<file path="src/rtl/ysyx_041461_pipe_ctrl.sv">
// ysyx_041461_pipe_ctrl: central hazard / flow-control unit.
// Drives the load/flush controls of the PC and the IF->ID, ID->EXE,
// EXE->MEM and MEM->WB pipeline registers. A small FSM tracks
// wrong-path fetches (DROP) and trap drains (TRAP_WAIT).
// Optional feature macro: YSYX_041461_PIPE_PERF_EN builds the saturating
// load-use / redirect performance counters; otherwise both ports read 0.
module ysyx_041461_pipe_ctrl #(
  parameter int RF_AW = 5,
  parameter int CNT_W = 32
) (
  input  logic             clk,
  input  logic             rst_n,
  input  logic             ID_valid,
  input  logic [RF_AW-1:0] ID_rs1,
  input  logic [RF_AW-1:0] ID_rs2,
  input  logic             ID_rs1_used,
  input  logic             ID_rs2_used,
  input  logic             EXE_valid,
  input  logic [RF_AW-1:0] EXE_rd,
  input  logic             EXE_is_load,
  input  logic             EXE_busy,
  input  logic             EXE_redirect,
  input  logic             MEM_busy,
  input  logic             IF_busy,
  input  logic             WB_trap,
  output logic             PC_enable,
  output logic             IDreg_enable,
  output logic             EXEreg_enable,
  output logic             MEMreg_enable,
  output logic             WBreg_enable,
  output logic             IDreg_flush,
  output logic             EXEreg_flush,
  output logic             MEMreg_flush,
  output logic             WBreg_flush,
  output logic [1:0]       redirect_sel,
  output logic [CNT_W-1:0] loaduse_cnt,
  output logic [CNT_W-1:0] redirect_cnt
);

  typedef enum logic [1:0] {
    ST_RUN       = 2'd0,
    ST_DROP      = 2'd1,
    ST_TRAP_WAIT = 2'd2
  } state_t;

  localparam logic [1:0] SEL_SEQ  = 2'b00;
  localparam logic [1:0] SEL_EXE  = 2'b01;
  localparam logic [1:0] SEL_TRAP = 2'b10;

  state_t state_r;
  state_t state_nxt_s;
  logic   load_use_s;
  logic   loaduse_bubble_s;
  logic   redirect_acc_s;

  // Raw load-use condition: a valid ID source depends on an in-flight load.
  always_comb begin
    load_use_s = ID_valid && EXE_valid && EXE_is_load && (EXE_rd != {RF_AW{1'b0}}) &&
                 ((ID_rs1_used && (ID_rs1 == EXE_rd)) || (ID_rs2_used && (ID_rs2 == EXE_rd)));
  end

  // Control decode: priority chain per state; every branch sets all registers.
  always_comb begin
    PC_enable        = 1'b1;
    IDreg_enable     = 1'b1;
    EXEreg_enable    = 1'b1;
    MEMreg_enable    = 1'b1;
    WBreg_enable     = 1'b1;
    IDreg_flush      = 1'b0;
    EXEreg_flush     = 1'b0;
    MEMreg_flush     = 1'b0;
    WBreg_flush      = 1'b0;
    redirect_sel     = SEL_SEQ;
    state_nxt_s      = state_r;
    loaduse_bubble_s = 1'b0;
    redirect_acc_s   = 1'b0;
    if (!rst_n) begin
      PC_enable     = 1'b0;
      IDreg_enable  = 1'b0;
      EXEreg_enable = 1'b0;
      MEMreg_enable = 1'b0;
      WBreg_enable  = 1'b0;
      state_nxt_s   = ST_RUN;
    end else begin
      case (state_r)
        ST_TRAP_WAIT: begin
          if (!MEM_busy && !IF_busy) begin
            // Drain complete: jump to the trap vector and squash everything.
            IDreg_flush  = 1'b1;
            EXEreg_flush = 1'b1;
            MEMreg_flush = 1'b1;
            WBreg_flush  = 1'b1;
            redirect_sel = SEL_TRAP;
            state_nxt_s  = ST_RUN;
          end else begin
            PC_enable     = 1'b0;
            IDreg_enable  = 1'b0;
            EXEreg_enable = 1'b0;
            MEMreg_enable = 1'b0;
            WBreg_flush   = 1'b1;
          end
        end
        ST_RUN, ST_DROP: begin
          if (WB_trap && (MEM_busy || IF_busy || (state_r == ST_DROP))) begin
            // Trap cannot redirect yet: freeze front end, drain into WB bubbles.
            PC_enable     = 1'b0;
            IDreg_enable  = 1'b0;
            EXEreg_enable = 1'b0;
            MEMreg_enable = 1'b0;
            WBreg_flush   = 1'b1;
            state_nxt_s   = ST_TRAP_WAIT;
          end else if (WB_trap) begin
            // Immediate trap; any same-cycle EXE redirect is discarded.
            IDreg_flush  = 1'b1;
            EXEreg_flush = 1'b1;
            MEMreg_flush = 1'b1;
            WBreg_flush  = 1'b1;
            redirect_sel = SEL_TRAP;
            state_nxt_s  = ST_RUN;
          end else if (MEM_busy) begin
            PC_enable     = 1'b0;
            IDreg_enable  = 1'b0;
            EXEreg_enable = 1'b0;
            MEMreg_enable = 1'b0;
            WBreg_flush   = 1'b1;
          end else if (EXE_busy) begin
            PC_enable     = 1'b0;
            IDreg_enable  = 1'b0;
            EXEreg_enable = 1'b0;
            MEMreg_flush  = 1'b1;
          end else if (EXE_redirect) begin
            IDreg_flush    = 1'b1;
            EXEreg_flush   = 1'b1;
            redirect_sel   = SEL_EXE;
            redirect_acc_s = 1'b1;
            state_nxt_s    = IF_busy ? ST_DROP : ST_RUN;
          end else if (load_use_s) begin
            // ID held, so a pending wrong-path discard stays pending in DROP.
            PC_enable        = 1'b0;
            IDreg_enable     = 1'b0;
            EXEreg_flush     = 1'b1;
            loaduse_bubble_s = 1'b1;
          end else if (IF_busy) begin
            PC_enable   = 1'b0;
            IDreg_flush = 1'b1;
          end else if (state_r == ST_DROP) begin
            // Wrong-path fetch returned this cycle: discard it.
            IDreg_flush = 1'b1;
            state_nxt_s = ST_RUN;
          end else begin
            state_nxt_s = ST_RUN;
          end
        end
        default: begin
          state_nxt_s = ST_RUN;
        end
      endcase
    end
  end

  // FSM state register; reset drops any pending DROP/TRAP_WAIT.
  always_ff @(posedge clk or negedge rst_n) begin
    if (!rst_n) begin
      state_r <= ST_RUN;
    end else begin
      state_r <= state_nxt_s;
    end
  end

`ifdef YSYX_041461_PIPE_PERF_EN
  logic [CNT_W-1:0] loaduse_cnt_r;
  logic [CNT_W-1:0] redirect_cnt_r;

  function automatic logic [CNT_W-1:0] sat_inc(input logic [CNT_W-1:0] v);
    if (v == {CNT_W{1'b1}}) begin
      sat_inc = v;
    end else begin
      sat_inc = v + {{(CNT_W-1){1'b0}}, 1'b1};
    end
  endfunction

  // Saturating event counters for load-use bubbles and accepted redirects.
  always_ff @(posedge clk or negedge rst_n) begin
    if (!rst_n) begin
      loaduse_cnt_r  <= {CNT_W{1'b0}};
      redirect_cnt_r <= {CNT_W{1'b0}};
    end else begin
      if (loaduse_bubble_s) begin
        loaduse_cnt_r <= sat_inc(loaduse_cnt_r);
      end
      if (redirect_acc_s) begin
        redirect_cnt_r <= sat_inc(redirect_cnt_r);
      end
    end
  end

  assign loaduse_cnt  = loaduse_cnt_r;
  assign redirect_cnt = redirect_cnt_r;
`else
  logic unused_perf_s;
  assign unused_perf_s = loaduse_bubble_s ^ redirect_acc_s;
  assign loaduse_cnt   = {CNT_W{1'b0}};
  assign redirect_cnt  = {CNT_W{1'b0}};
`endif

endmodule

</file>
<file path="config.mk">
export PLATFORM = sky130hd
export DESIGN_NAME = ysyx_041461_pipe_ctrl
export DESIGN_NICKNAME = d
export VERILOG_FILES = /design/src/rtl/ysyx_041461_pipe_ctrl.sv
export SDC_FILE = /design/constraint.sdc
export NUM_CORES = 1
export LEC_CHECK = 0
export CORE_UTILIZATION = 31
export CTS_BUF_LIST = sky130_fd_sc_hd__clkbuf_8 sky130_fd_sc_hd__clkbuf_16
export DETAILED_ROUTE_END_ITERATION = 10
export PLACE_DENSITY = 0.9
export SKIP_LAST_GASP = 1
export SYNTH_ARGS = -nofsm -noshare
export SYNTH_HDL_FRONTEND = slang
export SYNTH_SLANG_ARGS = --single-unit
</file>
<file path="constraint.sdc">
create_clock -name clk -period 2.3 [get_ports clk]
set_input_delay 0.345 -clock clk [delete_from_list [all_inputs] [get_ports clk]]
set_output_delay 0.345 -clock clk [all_outputs]
set_load 0.01 [all_outputs]
</file>
== Word level (Yosys, flattened, before mapping) ==
Cells that the tools add are included.

* Bits in registers: 2
* Output and inout port bits: 75
* Logic and storage cells: 105

* Multiplexer cells: 78
* Reduce and logical (&&, ||, !) cells: 17
* Eq/ne operators: 9

{| class="wikitable"
|+ Operators with widths
! kind !! number
|-
| 1-bit two-way mux || 55
|-
| 2-bit two-way mux || 13
|-
| 1-bit one-hot mux with 2 select lines || 8
|-
| 6-bit != test, second input constant || 2
|-
| 5-bit == test || 2
|-
| 5-bit != test, second input constant || 2
|-
| 1-bit logical AND || 8
|-
| 2-bit one-hot mux with 2 select lines || 2
|-
| 5-bit AND reduction || 1
|-
| 5-bit nonzero test || 1
|-
| 1-bit logical OR || 3
|-
| 3-bit != test, second input constant || 1
|-
| 2-bit by 1-bit == test with 1-bit output, second input constant || 1
|-
| 2-bit == test, second input constant || 1
|-
| 1-bit zero test || 2
|-
| 2-bit zero test || 1
|-
| 2-bit OR reduction || 1
|}

== Depth between registers and ports, before layout ==
Gate-level depths: netlist of the first run.

* Word-level depth: 12
* Gate-level depth with buffers: 5
* Gate-level depth less buffers: 5

== Worst setup path after synthesis of the first run ==
OpenSTA, ideal clock, no wires.

* Path kind: flip-flop to output port
* Start point: reg state_r[1]
* End point: out IDreg_enable
* Data required time: 1955 ps
* Stages on the path, launching flop included: 5
* Data arrival time: 1106 ps
* Setup slack: 849 ps
* Path buffers: 0
* Cells stage by stage: dfrtp_1 nor3_1 o21a_1 o21ai_2 a31oi_1

* Cells in the longest elaborated chain, start to end: 6

{| class="wikitable"
|+ Ends and longest elaborated chain
! what !! RTL line !! RTL
|-
| start: declaration || 50 || <nowiki>state_t state_r;</nowiki>
|-
| start signal: assignment || 166 || <nowiki>state_r <= state_nxt_s;</nowiki>
|-
| 2-bit by 1-bit == test with 1-bit output || 85, 104 ||
|-
| 1-bit logical OR || 104 || <nowiki>if (WB_trap && (MEM_busy || IF_busy || (state_r == ST_DROP))) begin</nowiki>
|-
| 1-bit logical AND || 104 ||
|-
| 1-bit two-way mux || 104 ||
|-
| 1-bit one-hot mux with 2 select lines (*) || 85 || <nowiki>case (state_r)</nowiki>
|-
| 1-bit two-way mux (*) || 77 || <nowiki>if (!rst_n) begin</nowiki>
|-
| end: declaration || 27 || <nowiki>output logic IDreg_enable,</nowiki>
|}

Every way passes the cells marked *; elsewhere a longest branch is shown, timed or not.

== Final worst setup path of the first run ==
* Start point: in MEM_busy
* End point: out redirect_sel[1]

* Cells in the longest elaborated chain, start to end: 6

{| class="wikitable"
|+ Ends and longest elaborated chain
! what !! RTL line !! RTL
|-
| start: declaration || 23 || <nowiki>input logic MEM_busy,</nowiki>
|-
| 1-bit logical OR (2 in series) || 104 ||
|-
| 1-bit logical AND || 104 ||
|-
| 2-bit two-way mux || 104 ||
|-
| 2-bit one-hot mux with 2 select lines (*) || 85 ||
|-
| 2-bit two-way mux (*) || 77 ||
|-
| end: declaration || 35 || <nowiki>output logic [1:0] redirect_sel,</nowiki>
|}

Marks and branches as above.

==> results.ini, run 1 <==
[routing]
top_layer_used = met4
dr.pass1.iters = 8
route.met2.wl_um = 1110
m1WireLength_um = 744
antenna_left = 0
vias = 852
drt_wl_total_um = 2060
route.met3.wl_um = 160
wl_per_cell_um = 9.59
drtIter0Drc = 38
drcViolationCount = 16
via_per_inst = 3.96

[sta]
post-route-min-period_ns = 2.22
rsz0062_at_grt = true
setup_violations = 0
clock.fmax_ghz = 0.450
fin_skew_ns = 0.00351
drv_slew = 0
period_share_pct = 96.6
hold_violations = 0

[logic_synthesis]
ys_seq_elements = 2
synth_mux_area_share_pct = 0
yosys_warnings = 0
synth_compound_area_share_pct = 17.2
synth_xor_area_share_pct = 9.32
ys_types = 28
yosys.area_share.adder_pct = 0
synthCells = 133
synth-simple-area-share_pct = 13.8
syn_area_um2 = 940
yosysSeqAreaShare_pct = 5.33
synth_top_family_by_area = buffers and inverters
syn_avg_cell_area_um2 = 7.07

[critical_path]
cp-start-kind = input pin
crit_chain = clkdlybuf4s50_1, buf_4, nor3_1, and3b_1, clkdlybuf4s50_1
critPathMaxStageDelay_ns = 0.54
required_ns = 1.96
crit_path_end_kind = output pin
cp_common_cell = clkdlybuf4s50_1
path_class = in2out
crit_fanout = 5
arrival_ns = 1.88
cpMaxStageDelayCell = clkdlybuf4s50_1

[global_routing]
grt_remaining_overflow = 0
grtUsageTotal_pct = 11.8
antenna_found_initial = 0
grt_pass1_wl_um = 3090
grt_pass1_vias = 716
grt_max_degree = 9

[power]
power_frac_comb_pct = 53.2
pwr-share-clk_pct = 36.1
p_seq_share_pct = 10.7
internal_power_mw = 0.239
power_density_mw_per_mm2 = 302
power_mw = 0.378
cellLeakagePower_nw = 0.662
peakVddDrop_v = 0.000169
sw_frac_of_total_pct = 36.7
power_switching_mw = 0.138

[placed_design]
gp_congestion = 0.818
numPortBuffers = 37
post-dp-hpwl_um = 1780
placed_cell_area_mm2 = 0.00119

[floorplan]
die_h_um = 57.1
ios = 102
coreArea_mm2 = 0.00281
start_util_pct = 33.5
die-area_mm2 = 0.00326
num_rows = 19
die_w_um = 57.1

[cells_and_area]
top_regs = state_r: 2 flops
syn2layout_area_growth_pct = 33.3
drive_above_1_share_pct = 13.6
largest_reg_flops = 2
fin_nets = 213
antennaDiodeCount = 0
fillers = 267
design_area_mm2 = 0.00125
regMostFlops = state_r

[cts]
post-cts-setup-buffer-count = 0
cts_tree = built
cts-root-buf = clkbuf_8
numCtsBuffers = 3
htreeDepth = 1
cts.sinks = 2
cts_buffer_depth = 2
clock_latency_ns = 0.21
clkTransAtPathRegs_ns = 0.03

[status]
outcome = finished with violations
violations = design-rule violations

[job]
maxCapViolCount = 0

[min_path]
hold_class = in2async

==> layer usage <==
metal / global-route usage (%) / vias to the layer above
met2: 23.2 / 55
met5: 0 / -
met4: 4.18 / 0
li1: - / 412
met1: 12.8 / 379
met3: 1.59 / 6
==> what timing repair did <==
action / 4_1_cts / 5_1_grt
gates resized for setup: 6 / 8
cloned: 0 / 0
setup endpoints to repair: 9 / 8
pin swaps: 0 / 2
hold buffers: 0 / 0
==> Yosys cell counts, drive strengths merged <==
cell type	count	share of area, %
buf	65	52
xnor2	10	9.3
a21oi	7	4.1
nand2	7	3.1
nor2	7	2.8
o21ai	7	4.1
nor3	6	3.2
inv	5	2.0
and2	2	1.3
dfrtp	2	5.3
nand4	2	1.3
o21a	2	1.6
a211o	1	0.93
a211oi	1	0.80
a311oi	1	0.93
a31oi	1	0.67
and3b	1	0.93
conb	1	0.40
nand3	1	0.53
nor2b	1	0.67
o22a	1	0.93
o22ai	1	1.3
o41ai	1	1.7
==> stage by stage <==
stage	setup WS, ns	hold WS, ns	cells	utilization [%]	setup TNS, ns
2_1_floorplan	0.849	0.0494	196	-	0
5_1_grt	-0.0120	0.461	215	44.6	-0.0120
3_3_place_gp	-0.182	0.656	212	42.6	-1.04
3_5_place_dp	-0.221	0.658	212	42.6	-1.10
4_1_cts	0.00750	0.439	215	43.8	0
6_report	0.0791	0.438	215	44.6	0
==> worst paths after layout <==
kind	slack, ns	cells past startpoint	start	to
min	0.44	2	rst_n	state_r[0]
max reg2reg	0.82	5	state_r[1]	state_r[0]
max	0.08	5	MEM_busy	redirect_sel[1]
min reg2reg	0.67	2	state_r[0]	state_r[0]
min in group clk	0.67	2	state_r[0]	state_r[0]
max in group asynchronous	1.74	2	rst_n	state_r[0]
==> worst max-delay path, delay by kind of cell <==
| family | cells | cell delay [ns] |
|---|---|---|
| simple gates | 2 | 0.37 |
| buf+inv | 3 | 1.16 |
==> cell usage in the layout, fill, tap and decap left out, types with 2 or more instances in the layout <==
cell type,netlist,layout
nor2_1,7,6
a21oi_1,6,6
xnor2_1,10,9
nor3_1,6,6
and2_1,2,2
nand4_1,2,2
o21a_1,2,2
inv_1,4,4
o21ai_1,4,4
clkbuf_8,0,3
buf_4,65,13
dlymetal6s2s_1,0,5
clkdlybuf4s50_1,0,26
nand2_1,6,6
dlygate4sd2_1,0,6
conb_1,1,64
o21ai_0,2,2
==> cell type report <==
type                            count  area (µm²)  area share, %
Multi-Input combinational cell    124         629           50.2
Timing Repair Buffer               50         473           37.8
Sequential cell                     2        51.3           4.10
Clock buffer                        3        41.3           3.30
Tap cell                           31        38.8           3.10
Inverter                            5        18.8           1.50
==> kinds of logic after synthesis <==
family                    after synthesis
AOI/OAI and AO/OA                      23
DFF                                     2
other                                   1
and+or+nand+nor                        27
buffers and inverters                  70
xor gates and xnor gates               10
==> power groups by stage <==
stage	sequential (mW)	clock [mW]	combinational (mW)
2_1_floorplan	0.0396	0	0.182
3_3_place_gp	0.0403	0	0.197
3_5_place_dp	0.0405	0	0.200
4_1_cts	0.0401	0.139	0.198
5_1_grt	0.0406	0.143	0.219
6_report	0.0404	0.136	0.201
No activity file was read; power rests on OpenSTA's default activity.
==> run 2, diff against run 1 <==
TNS_END_PERCENT = 100   (was unset)
==> results of run 2 <==
The final DEF is identical to that of run 1; final timing and power are the same.
